`config.mk`:
```
export PLATFORM = sky130hd
export DESIGN_NAME = prot_reply
export DESIGN_NICKNAME = d
export VERILOG_FILES = /design/src/rtl/prot_pkg.sv /design/src/rtl/prot_reply_fifo.sv /design/src/rtl/rising_edge.sv /design/src/rtl/prot_reply.sv
export SDC_FILE = /design/constraint.sdc
export NUM_CORES = 1
export LEC_CHECK = 0
export BUFFER_PORTS_ARGS = -buffer_cell sky130_fd_sc_hd__buf_2
export CELL_PAD_IN_SITES_DETAIL_PLACEMENT = 2
export CELL_PAD_IN_SITES_GLOBAL_PLACEMENT = 2
export CORE_UTILIZATION = 39
export CTS_CLUSTER_DIAMETER = 200
export DETAILED_ROUTE_END_ITERATION = 8
export PLACE_DENSITY = 0.9
export SKIP_CTS_REPAIR_TIMING = 1
export SYNTH_ARGS = -nofsm -noshare
export SYNTH_HDL_FRONTEND = slang
export SYNTH_SLANG_ARGS = --single-unit
```
`constraint.sdc`:
```
create_clock -name clk_sys -period 2.9 [get_ports clk_sys]
set_clock_uncertainty 0.05 [all_clocks]
set_input_delay 0.29 -clock clk_sys [delete_from_list [all_inputs] [get_ports clk_sys]]
set_output_delay 0.29 -clock clk_sys [all_outputs]
set_load 0.02 [all_outputs]
```
`src/rtl/prot_pkg.sv`:
```
// Shared definitions for the protection port: status bit positions, reply FSM states,
// and the floating-bus byte returned on empty reads when the FF underflow option is built.
package prot_pkg;

    localparam int unsigned STAT_AVAIL = 0;
    localparam int unsigned STAT_READY = 1;
    localparam int unsigned STAT_OVF   = 7;

    typedef enum logic {
        PR_IDLE,
        PR_BUSY
    } pr_state_e;

    localparam logic [7:0] UNDERFLOW_BYTE = 8'hFF;

endpackage

```
`src/rtl/prot_reply_fifo.sv`:
```
// Show-ahead reply FIFO: DEPTH entries (power of two), head presented combinationally.
// A push at full is accepted only when a pop frees the slot in the same cycle.
module prot_reply_fifo #(
    parameter int unsigned DEPTH = 4
) (
    input  logic       clk_sys,
    input  logic       reset,
    input  logic       push,
    input  logic [7:0] push_data,
    input  logic       pop,
    output logic [7:0] head,
    output logic       full,
    output logic       empty,
    output logic       overflow
);

    localparam int unsigned AW = $clog2(DEPTH);
    localparam int unsigned CW = AW + 1;

    logic [7:0]    mem [DEPTH];
    logic [AW-1:0] wptr;
    logic [AW-1:0] rptr;
    logic [CW-1:0] count;
    logic          do_push;
    logic          do_pop;

    assign full     = (count == CW'(DEPTH));
    assign empty    = (count == '0);
    assign do_pop   = pop & ~empty;
    assign do_push  = push & (~full | do_pop);
    assign overflow = push & full & ~do_pop;
    assign head     = mem[rptr];

    always_ff @(posedge clk_sys) begin
        if (reset) begin
            wptr  <= '0;
            rptr  <= '0;
            count <= '0;
        end else begin
            if (do_push) begin
                wptr <= wptr + 1'b1;
            end
            if (do_pop) begin
                rptr <= rptr + 1'b1;
            end
            count <= count + CW'(do_push) - CW'(do_pop);
        end
    end

    always_ff @(posedge clk_sys) begin
        if (do_push) begin
            mem[wptr] <= push_data;
        end
    end

endmodule

```
`src/rtl/rising_edge.sv`:
```
// Single-cycle pulse on the rising edge of a level input, using the registered previous value.
module rising_edge (
    input  logic clk_sys,
    input  logic reset,
    input  logic sig,
    output logic pulse
);

    logic sig_q;

    always_ff @(posedge clk_sys) begin
        if (reset) begin
            sig_q <= 1'b0;
        end else begin
            sig_q <= sig;
        end
    end

    assign pulse = sig & ~sig_q;

endmodule

```
`src/rtl/prot_reply.sv`:
```
// Read side of the protection port: reply FIFO, sticky overflow, and post-write busy window.
// Option macro PROT_REPLY_UNDERFLOW_FF_EN: empty reads return 8'hFF instead of the last popped byte.
module prot_reply
    import prot_pkg::*;
#(
    parameter int unsigned DEPTH       = 4,
    parameter int unsigned BUSY_CYCLES = 64
) (
    input  logic       clk_sys,
    input  logic       reset,
    input  logic       wr,
    input  logic       rd,
    input  logic       push,
    input  logic [7:0] push_data,
    output logic       full,
    output logic [7:0] dout,
    output logic [7:0] status
);

    localparam logic [7:0] BUSY_LOAD = 8'(BUSY_CYCLES - 1);

    logic       wr_re;
    logic       rd_re;
    logic [7:0] head;
    logic       empty;
    logic       overflow;
    logic       ovf;
    logic       ready;
    pr_state_e  state;
    pr_state_e  state_nxt;
    logic [7:0] busy_cnt;
    logic [7:0] busy_cnt_nxt;

    rising_edge u_wr_edge (
        .clk_sys (clk_sys),
        .reset   (reset),
        .sig     (wr),
        .pulse   (wr_re)
    );

    rising_edge u_rd_edge (
        .clk_sys (clk_sys),
        .reset   (reset),
        .sig     (rd),
        .pulse   (rd_re)
    );

    prot_reply_fifo #(
        .DEPTH (DEPTH)
    ) u_fifo (
        .clk_sys   (clk_sys),
        .reset     (reset),
        .push      (push),
        .push_data (push_data),
        .pop       (rd_re),
        .head      (head),
        .full      (full),
        .empty     (empty),
        .overflow  (overflow)
    );

    always_ff @(posedge clk_sys) begin
        if (reset) begin
            state    <= PR_IDLE;
            busy_cnt <= '0;
            ovf      <= 1'b0;
        end else begin
            state    <= state_nxt;
            busy_cnt <= busy_cnt_nxt;
            if (overflow) begin
                ovf <= 1'b1;
            end
        end
    end

    // A write while busy restarts the window rather than extending it.
    always_comb begin
        state_nxt    = state;
        busy_cnt_nxt = busy_cnt;
        ready        = 1'b0;
        case (state)
            PR_IDLE: begin
                ready = 1'b1;
                if (wr_re) begin
                    state_nxt    = PR_BUSY;
                    busy_cnt_nxt = BUSY_LOAD;
                end
            end
            PR_BUSY: begin
                if (wr_re) begin
                    busy_cnt_nxt = BUSY_LOAD;
                end else if (busy_cnt == '0) begin
                    state_nxt = PR_IDLE;
                end else begin
                    busy_cnt_nxt = busy_cnt - 1'b1;
                end
            end
        endcase
    end

`ifdef PROT_REPLY_UNDERFLOW_FF_EN
    assign dout = empty ? UNDERFLOW_BYTE : head;
`else
    logic [7:0] last_pop;

    always_ff @(posedge clk_sys) begin
        if (reset) begin
            last_pop <= '0;
        end else if (rd_re && !empty) begin
            last_pop <= head;
        end
    end

    assign dout = empty ? last_pop : head;
`endif

    always_comb begin
        status             = '0;
        status[STAT_OVF]   = ovf;
        status[STAT_READY] = ready;
        status[STAT_AVAIL] = ~empty;
    end

endmodule

```
==> Word-level counts from Yosys, hierarchy flattened <==
Memories as Yosys holds them, arrays and structs flattened. A register that Yosys moved wholly into a read port is not among the register bits.
Cells that the tools add are included.
{ "totals": {"regBits": 27, "mem_bits_rw": 32, "inputBits": 13, "out_inout_bits": 17, "word_cells": 50, "mem_count": 1} }
{ "classes": {"n_addsub": 5, "n_eq_ne": 3, "mux": 14, "n_bitwise": 13, "n_reduce_logical": 5} }
{ "mem_list": {"columns": ["name", "depth", "width", "rd", "rd_clocked_by_memory_dff", "write_ports", "line", "rtl"], "rows": [
  ["u_fifo.mem", 4, 8, 1, 1, 1, "prot_reply_fifo.sv:20", "logic [7:0] mem [DEPTH];"]
]} }
{ "ops": {"columns": ["operator", "n"], "rows": [
  ["8-bit two-way mux", 4],
  ["8-bit one-hot mux with 2 select lines", 1],
  ["8-bit zero test", 1],
  ["8-bit by 1-bit subtractor with 8-bit output (second input constant)", 1],
  ["1-bit AND", 6],
  ["1-bit two-way mux", 6],
  ["1-bit NOT", 6],
  ["2-bit by 1-bit adder with 2-bit output (second input constant)", 2],
  ["2-bit two-way mux", 2],
  ["3-bit by 1-bit adder with 3-bit output", 1],
  ["3-bit == test (second input constant)", 1],
  ["3-bit zero test", 1],
  ["3-bit by 2-bit inequality test with 1-bit output (second input constant)", 1],
  ["3-bit by 1-bit subtractor with 3-bit output", 1],
  ["2-bit by 1-bit inequality test with 1-bit output (second input constant)", 1],
  ["1-bit one-hot mux with 2 select lines", 1],
  ["2-bit AND reduction", 1],
  ["1-bit logical AND", 1],
  ["1-bit zero test", 1],
  ["1-bit bitwise OR", 1]
]} }

==> Logic depth before layout (Yosys ltp) <==
Gate-level depths: netlist of run 1.
{ "logic_depth": {"ltp_word": 7, "ltp_mapped": 10, "depth_no_buf": 9} }

==> By module <==
Synthesis of run 1 repeated with hierarchy kept, for this count alone.
{ "unflattened": {"hier_cells": 193, "area_unflattened_um2": 2648.8} }
{ "modules_own_cells": {"columns": ["mod", "n_inst", "cells_each", "area_each_um2", "seq_area_each_um2"], "rows": [
  ["prot_reply_fifo", 1, 90, 1640.3, 1141.1],
  ["prot_reply", 1, 97, 913.4, 360.3],
  ["rising_edge", 2, 3, 47.5, 20.0]
]} }

==> Worst setup path after synthesis of run 1 <==
OpenSTA, ideal clock, no wires.
{ "synth_timing": {"kind": "reg-to-reg", "startpoint": "reg u_fifo.count[2]", "endpoint": "reg u_fifo.count[2]", "setup_time_ns": 0.131, "arrival_time_ns": 2.095, "t_required_ns": 2.719, "path_slack_ns": 0.624, "stages_incl_launch_ff": 9, "n_path_buf": 0, "synth_period_minus_slack_ns": 2.276, "cell_sequence": "dfxtp_1 -> nor3b_1 -> a21boi_1 -> ha_1 -> inv_1 -> fa_1 -> xor2_1 -> and2_1 -> nor3_1"} }
{ "synth_via": {"elab_cells_between_ends": 9, "cone_classes": "2 x add/sub; 1 x eq/ne; 5 x bitwise; 1 x reduce/logical"} }
{ "synth_lines": {"columns": ["item", "line", "rtl"], "rows": [
  ["start: declaration", "prot_reply_fifo.sv:23", "logic [CW-1:0] count;"],
  ["start signal: assignment", "prot_reply_fifo.sv:46", "count <= count + CW'(do_push) - CW'(do_pop);"],
  ["3-bit == test", "prot_reply_fifo.sv:27", "assign full = (count == CW'(DEPTH));"],
  ["via full", "prot_reply.sv:15", "output logic full,"],
  ["1-bit NOT", "prot_reply_fifo.sv:30", "assign do_push = push & (~full | do_pop);"],
  ["1-bit bitwise OR", "prot_reply_fifo.sv:30", null],
  ["1-bit AND", "prot_reply_fifo.sv:30", null],
  ["via u_fifo.do_push", "prot_reply_fifo.sv:24", "logic do_push;"],
  ["3-bit by 1-bit adder with 3-bit output", "prot_reply_fifo.sv:46", null],
  ["3-bit by 1-bit subtractor with 3-bit output", "prot_reply_fifo.sv:46", null]
]} }
The timed path passes the listed nets, and every way through them passes these cells.
A chain may end at the register's enable or synchronous reset.

==> Worst setup path after layout of run 1 <==
{ "layout_timing": {"startpoint": "reg u_rd_edge.sig_q", "endpoint": "reg u_fifo.count[2]"} }
{ "layout_via": {"elab_chain_len": 7} }
{ "layout_rtl": {"columns": ["item", "line", "rtl"], "rows": [
  ["start: declaration", "rising_edge.sv:9", "logic sig_q;"],
  ["start signal: assignment", "rising_edge.sv:15", "sig_q <= sig;"],
  ["1-bit NOT", "rising_edge.sv:19", "assign pulse = sig & ~sig_q;"],
  ["1-bit AND", "rising_edge.sv:19", null],
  ["1-bit AND", "prot_reply_fifo.sv:29", "assign do_pop = pop & ~empty;"],
  ["1-bit bitwise OR", "prot_reply_fifo.sv:30", null],
  ["1-bit AND", "prot_reply_fifo.sv:30", null],
  ["via u_fifo.do_push", "prot_reply_fifo.sv:24", null],
  ["3-bit by 1-bit adder with 3-bit output", "prot_reply_fifo.sv:46", null],
  ["3-bit by 1-bit subtractor with 3-bit output", "prot_reply_fifo.sv:46", null]
]} }
The timed path passes the listed nets, and every way through them passes these cells.

==> impl_metrics.csv, run 1 <==
group,metric,value,unit
timing,setup_repair_after_global_routing_missed_its_margin,"false",
timing,slew-limit-headroom,0.513,
grt,tot_gr_track_use,0.217,
grt,grt_start_max_net_pins,33,
clock_tree,clock-root-buffer,"clkbuf_8",
detailed_routing,route.antenna.remaining_nets,0,
final_layout,post_layout_nonfiller_instances,335,
detailed_routing,drt_pass1_iterations,4,
grt,gr-total-overflow,0,
worst_setup_path,worst-path-stages,8,
floorplanning,width_of_the_die,85.4,µm
worst_setup_path,cp.required,3.11,ns
detailed_routing,drcViolationCount,0,
final_layout,final_layout_size_suffix_gt1_frac,0.224,
worst_setup_path,crit-reg2reg-capture,"u_fifo.count[2]$_SDFF_PP0_",
worst_setup_path,reg2reg_from,"u_rd_edge.sig_q$_SDFF_PP0_",
worst_setup_path,crit_path_start_kind,"flop",
worst_setup_path,timing.critical_path.cells,"nand2b_1 -> a21boi_1 -> ha_1 -> inv_1 -> fa_1 -> xor2_1 -> and2_1 -> nor3_1",
detailed_routing,totalWireLength,7170,µm
timing,post-route-min-period,2.57,ns
timing,setup_total_negative_slack,0,ns
grt,grt_antenna_before_repair,0,
worst_setup_path,worst_setup_path_endpoint,"u_fifo.count[2]$_SDFF_PP0_",
worst_setup_path,crit_path_max_fanout,14,
floorplanning,core,6760,µm²
worst_setup_path,worstPathArrival,2.78,ns
clock_tree,clock_tree.buffer_depth,2,
clock_tree,clkLatencyLatePin,0.35,ns
detailed_routing,vias,1856,
final_layout,fillerInstances,690,
worst_setup_path,cp_slowest_cell,"a21boi_1",
clock_tree,cts-htree-levels,3,
pwr,total_leakage_power,1.13,nW
timing,hold_ws,0.107,ns
clock_tree,cts.sinks,61,
synth,syn_inst,231,
synth,yosys_register_bits,61,
flow_run,max_cap_viol_count,0,
timing,max_clock_freq,389,MHz
clock_tree,worst_setup_hold_path_clk_slew,0.08,ns
timing,slew_at_the_pin_closest_to_its_max_slew_limit,0.729,ns
floorplanning,die_h,85.4,µm
clock_tree,tritoncts,"done",
timing,timing_max_transition_violations_final,0,
placed_design,placement.io_buffers,24,
worst_setup_path,worst-r2r-setup-slack,0.33,ns
placed_design,dp_hpwl,4500,µm
floorplanning,std_cell_rows,30,
synth,netlist-cell-type-count,47,
final_layout,seq_area,1540,µm²
detailed_routing,iteration_0_drc_count_of_the_detailed_router,81,
timing,setup_viol_count_final,0,
final_layout,area_growth_syn_to_layout,11.0,%
placed_design,numPlacedInstances,319,
synth,number_of_synthesis_warnings,0,
detailed_routing,routedWlPerCell,21.4,µm
synth,mappedNetlistArea,2720,µm²
grt,grt_pass1_wl,11300,µm
worst_setup_path,worst-path-buf-inv,1,
timing,finalHoldViolations,0,
outcome,outcome,"finished, final reports clean",
floorplanning,io_pins,30,
pwr,max-vdd-ir-drop,0.403,mV
synth,synth-seq-area-share,0.568,
final_layout,nets,271,
final_layout,area_of_combinational_cells_with_multiple_inputs,1040,µm²
synth,postSynthAreaPerCell,11.8,µm²
detailed_routing,drt-vias-per-instance,5.54,
worst_setup_path,critical_path.top_delay_family,"simple AND/OR/NAND/NOR gates",
floorplanning,die_area,7300,µm²
floorplanning,floorplan.initialDensity,0.402,
final_layout,antenna_cells,0,
placed_design,gpl.final_weighted_congestion,0.676,
worst_setup_path,startpoint,"u_rd_edge.sig_q$_SDFF_PP0_",
timing,min_period_over_period,0.887,
pwr,power_density,860,nW/µm²
worst_hold_path,worst_hold_path_type,"in2reg",
worst_setup_path,cp-end-kind,"flop",
worst_setup_path,critPathKind,"reg2reg",
worst_setup_path,slowest_cell_delay_on_critical_path,0.60,ns
clock_tree,cts_inserted_buffers,9,
grt,first_global_vias,2008,
worst_setup_path,r2r_cell_count,8,
## cell usage in the layout, fill, tap and decap left out, drive strengths merged, types with 2 or more instances in the layout
cell      synthesis  layout
clkinvlp          0       2
mux2              3       3
clkbuf           10       9
mux4              8       8
nand3             9       9
o21ai            12      12
a31oi             3       3
nand2b            5       5
inv               9      10
and2              5       5
or3b              2       2
conb              1       5
edfxtp           32      32
nor3              7       7
a21oi            13      13
ha                7       7
nand2            25      25
clkinv            0       4
or3               2       2
nor2b             6       6
dfxtp            29      29
o2111a            2       2
nor4              4       4
mux2i             2       2
nor2              6       6
or4               3       3
buf              10      25
## cell usage after synthesis (all sizes together)
master	n	area share
o2111ai	1	0.0032
nand3b	1	0.0028
clkbuf	10	0.014
and4bb	1	0.0046
and2	5	0.012
o211ai	1	0.0028
a21boi	1	0.0028
a21oi	13	0.024
conb	1	0.0014
inv	9	0.012
ha	7	0.032
nor4b	1	0.0032
or3	2	0.0046
a31oi	3	0.0069
nor3	7	0.013
nand2b	5	0.012
and2b	1	0.0028
edfxtp	32	0.35
buf	10	0.027
a21o	1	0.0028
or4	3	0.011
dfxtp	29	0.21
nor2b	6	0.014
a211oi	1	0.0046
nor3b	1	0.0028
mux2i	2	0.0074
nor2	6	0.0083
xor2	1	0.0032
o21bai	1	0.0028
mux2	3	0.012
fa	1	0.0074
a311oi	1	0.0032
o21ai	12	0.022
nor4	4	0.0092
or4b	1	0.0037
or3b	2	0.0065
o2111a	2	0.0083
nand2	25	0.035
dlymetal6s2s	1	0.0046
nand3	9	0.017
mux4	8	0.066
## through the flow
step           utilization  setup slack [ns]  total power (W)  instance area (µm²)
3_5_place_dp         0.420             0.318          0.00191                 2840
3_3_place_gp         0.420             0.571          0.00185                 2840
6_report             0.446             0.329          0.00259                 3010
2_1_floorplan            -             0.624          0.00166                 2730
4_1_cts              0.446             0.326          0.00263                 3010
5_1_grt              0.446             0.168          0.00275                 3010
## worst min path at each step
stage	from	to	slack (ns)	cells after the start
global route	push_data[2]	u_fifo.mem[0][2]$_DFFE_PP_	0.09	1
finish	push_data[2]	u_fifo.mem[0][2]$_DFFE_PP_	0.11	1
global placement	ovf$_SDFFE_PP0P_	ovf$_SDFFE_PP0P_	0.41	2
floorplan	push_data[0]	u_fifo.mem[0][0]$_DFFE_PP_	0.34	0
CTS	push_data[2]	u_fifo.mem[2][2]$_DFFE_PP_	0.09	1
detailed placement	ovf$_SDFFE_PP0P_	ovf$_SDFFE_PP0P_	0.42	2
## kinds of logic (layout without fill, tap and decap cells)
family,count (synthesis),count (layout),share of synthesized area
other cells,1,5,0.00138
simple gates,80,80,0.160
mux,13,13,0.0862
buf+inv,30,50,0.0581
flops,61,61,0.568
xor+xnor,1,1,0.00323
fa+ha+maj,8,8,0.0396
compound gates,37,37,0.0834
## metal layers
metal  vias to the layer above  GRT usage  wire length (µm)
li1                        862          -                 -
met1                       941      0.254              3030
met2                        38      0.368              3730
met3                        15     0.0545               179
met4                         0      0.114               230
met5                         -          0                 0
## report_power, final
group,total (W),internal [W],switching [W]
Sequential,0.00112,0.00102,0.0000963
Clock,0.000692,0.000312,0.000380
Combinational,0.000784,0.000276,0.000508
## sequential cells by signal (all words and copies together) (netlist names), named ones only
name and flops:
last_pop 8, u_rd_edge.sig_q 1, u_fifo.wptr 2, busy_cnt 8, u_fifo.rptr 2, u_fifo.mem 32
state 1, u_fifo.count 3, u_wr_edge.sig_q 1, ovf 1
## final cells by class
type	count	area share
Tap cell	80	0.0332
Multi-Input combinational cell	144	0.344
Timing Repair Buffer	25	0.0423
Clock buffer	9	0.0411
Sequential cell	61	0.511
Inverter	9	0.0112
Clock inverter	7	0.0170
Note: power is estimated with default switching activity, not from simulation.
==> inputs of run 2 (changes only) <==
--- a/config.mk
+++ b/config.mk
@@ -6,13 +6,16 @@
 export NUM_CORES = 1
 export LEC_CHECK = 0
 export BUFFER_PORTS_ARGS = -buffer_cell sky130_fd_sc_hd__buf_2
+export CAP_MARGIN = 5
 export CELL_PAD_IN_SITES_DETAIL_PLACEMENT = 2
 export CELL_PAD_IN_SITES_GLOBAL_PLACEMENT = 2
-export CORE_UTILIZATION = 39
+export CORE_UTILIZATION = 40
+export CTS_BUF_LIST = sky130_fd_sc_hd__clkbuf_8
 export CTS_CLUSTER_DIAMETER = 200
 export DETAILED_ROUTE_END_ITERATION = 8
-export PLACE_DENSITY = 0.9
+export PLACE_DENSITY = 0.91
 export SKIP_CTS_REPAIR_TIMING = 1
+export SKIP_LAST_GASP = 1
 export SYNTH_ARGS = -nofsm -noshare
 export SYNTH_HDL_FRONTEND = slang
 export SYNTH_SLANG_ARGS = --single-unit
==> impl_metrics.csv, run 2 (synthesis results as in run 1) <==
group,metric,value,unit
floorplanning,width_of_the_die,84.4,µm
clock_tree,clkLatencyLatePin,0.36,ns
worst_setup_path,crit-reg2reg-capture,"u_fifo.count[2]$_SDFF_PP0_",
final_layout,layout_common_cells,"32 x edfxtp_1, 29 x dfxtp_1, 25 x nand2_1",
final_layout,antenna_cells,0,
detailed_routing,routedWlPerCell,19.7,µm
detailed_routing,drt-vias-per-instance,5.47,
flow_run,max_cap_viol_count,0,
clock_tree,clock_tree.buffer_depth,2,
grt,grt_pass1_wl,10700,µm
timing,setup_viol_count_final,0,
final_layout,mostFrequentLayoutCell,"edfxtp_1",
floorplanning,die_area,7120,µm²
placed_design,detailed_place.area,2840,µm²
detailed_routing,route.antenna.remaining_nets,0,
floorplanning,io_pins,30,
grt,gr-total-overflow,0,
final_layout,area_growth_syn_to_layout,11.3,%
placed_design,gpl.final_weighted_congestion,0.701,
final_layout,max_flop_register,"u_fifo.mem",
floorplanning,core,6460,µm²
worst_hold_path,min_from,"push_data[7]",
worst_setup_path,r2r_cell_count,9,
final_layout,final_util,0.468,
placed_design,placement.setup.worst_slack,0.531,ns
detailed_routing,drt_pass1_iterations,6,
worst_setup_path,critPathKind,"reg2reg",
final_layout,largest_registers,"u_fifo.mem (32), busy_cnt (8), last_pop (8)",
timing,timing_max_transition_violations_final,0,
detailed_routing,totalWireLength,6570,µm
clock_tree,cts-htree-levels,3,
floorplanning,floorplan.initialDensity,0.420,
timing,min_period_over_period,0.803,
worst_setup_path,crit_path_start_kind,"flop",
worst_setup_path,cp.required,3.12,ns
clock_tree,tritoncts,"done",
detailed_routing,iteration_0_drc_count_of_the_detailed_router,48,
final_layout,nets,272,
timing,finalHoldViolations,0,
timing,max_clock_freq,429,MHz
timing,postLayoutSetupSlackWorst,0.571,ns
floorplanning,std_cell_rows,29,
worst_hold_path,worst_hold_path_type,"in2reg",
worst_setup_path,worst-r2r-setup-slack,0.57,ns
worst_setup_path,crit_path_max_fanout,14,
worst_setup_path,worstPathArrival,2.55,ns
grt,grt_start_max_net_pins,33,
pwr,max-vdd-ir-drop,0.504,mV
timing,setup_total_negative_slack,0,ns
outcome,failed_checks,"DRC",
timing,slew-limit-headroom,0.532,
detailed_routing,vias,1821,
final_layout,final_layout_size_suffix_gt1_frac,0.227,
final_layout,largest_register_ffs,32,
pwr,power_density,859,nW/µm²
timing,post-route-min-period,2.33,ns
placed_design,dp_hpwl,4550,µm
worst_setup_path,reg2reg_from,"u_rd_edge.sig_q$_SDFF_PP0_",
worst_hold_path,min_to,"u_fifo.mem[2][7]$_DFFE_PP_",
clock_tree,cts_inserted_buffers,9,
final_layout,stdcell_area,3020,µm²
detailed_routing,drcViolationCount,6,
worst_setup_path,cp-end-kind,"flop",
grt,first_global_vias,1948,
pwr,total_leakage_power,1.14,nW
clock_tree,worst_setup_hold_path_clk_slew,0.08,ns
outcome,outcome,"finished with violations",
timing,setup_repair_after_global_routing_missed_its_margin,"false",
grt,grt_antenna_before_repair,0,
clock_tree,cts.sinks,61,
clock_tree,clock-root-buffer,"clkbuf_8",
grt,tot_gr_track_use,0.208,
placed_design,placement.io_buffers,24,
floorplanning,die_h,84.4,µm
worst_hold_path,hold_path_depth,1,
timing,slew_at_the_pin_closest_to_its_max_slew_limit,0.701,ns
## run 2: metal layers
layer | GRT usage | wire [µm] | share of wire
met2 | 0.352 | 3460 | 0.53
met4 | 0.117 | 178 | 0.027
met5 | 0 | 0 | 0
met3 | 0.0560 | 238 | 0.036
met1 | 0.241 | 2690 | 0.41
## run 2: final cells by class
type                            count  area, µm²
Clock inverter                      7       56.3
Clock buffer                        9        124
Inverter                            9       33.8
Sequential cell                    61       1540
Timing Repair Buffer               26        135
Multi-Input combinational cell    144       1040
Tap cell                           77       96.3
Fill cell                         634       3440
## run 2: through the flow
stage | hold WS [ns] | cells | power, W
floorplan | 0.339 | 235 | 0.00166
global placement | 0.400 | 317 | 0.00185
detailed placement | 0.430 | 317 | 0.00192
CTS | 0.0911 | 333 | 0.00262
global route | 0.0887 | 333 | 0.00275
finish | 0.102 | 333 | 0.00260
## run 2: report_power, final
| part | total (W) | internal, W | switching (W) |
|---|---|---|---|
| Combinational | 0.000780 | 0.000280 | 0.000500 |
| Sequential | 0.00111 | 0.00102 | 0.0000940 |
| Clock | 0.000701 | 0.000319 | 0.000382 |
| Total | 0.00260 | 0.00162 | 0.000976 |
## run 2: how the worst max path moves through the flow
stage                                  to                        from  cells past startpoint  slack [ns]
3_5_place_dp   u_fifo.count[2]$_SDFF_PP0_                          rd                     10        0.53
5_1_grt        u_fifo.count[2]$_SDFF_PP0_  u_rd_edge.sig_q$_SDFF_PP0_                      9        0.34
3_3_place_gp   u_fifo.count[2]$_SDFF_PP0_                          rd                     10        0.66
6_report       u_fifo.count[2]$_SDFF_PP0_  u_rd_edge.sig_q$_SDFF_PP0_                      9        0.57
4_1_cts        u_fifo.count[2]$_SDFF_PP0_  u_rd_edge.sig_q$_SDFF_PP0_                      9        0.52
2_1_floorplan  u_fifo.count[2]$_SDFF_PP0_  u_fifo.count[2]$_SDFF_PP0_                      8        0.62
## run 2: worst max-delay path, stage by stage (launching register included)
cell      delay, ns
dfxtp_1        0.32
nand2b_1       0.35
nor3_1         0.42
a21o_1         0.13
ha_1           0.13
inv_1          0.05
fa_1           0.37
xor2_1         0.16
and2_1         0.16
nor3_1         0.12
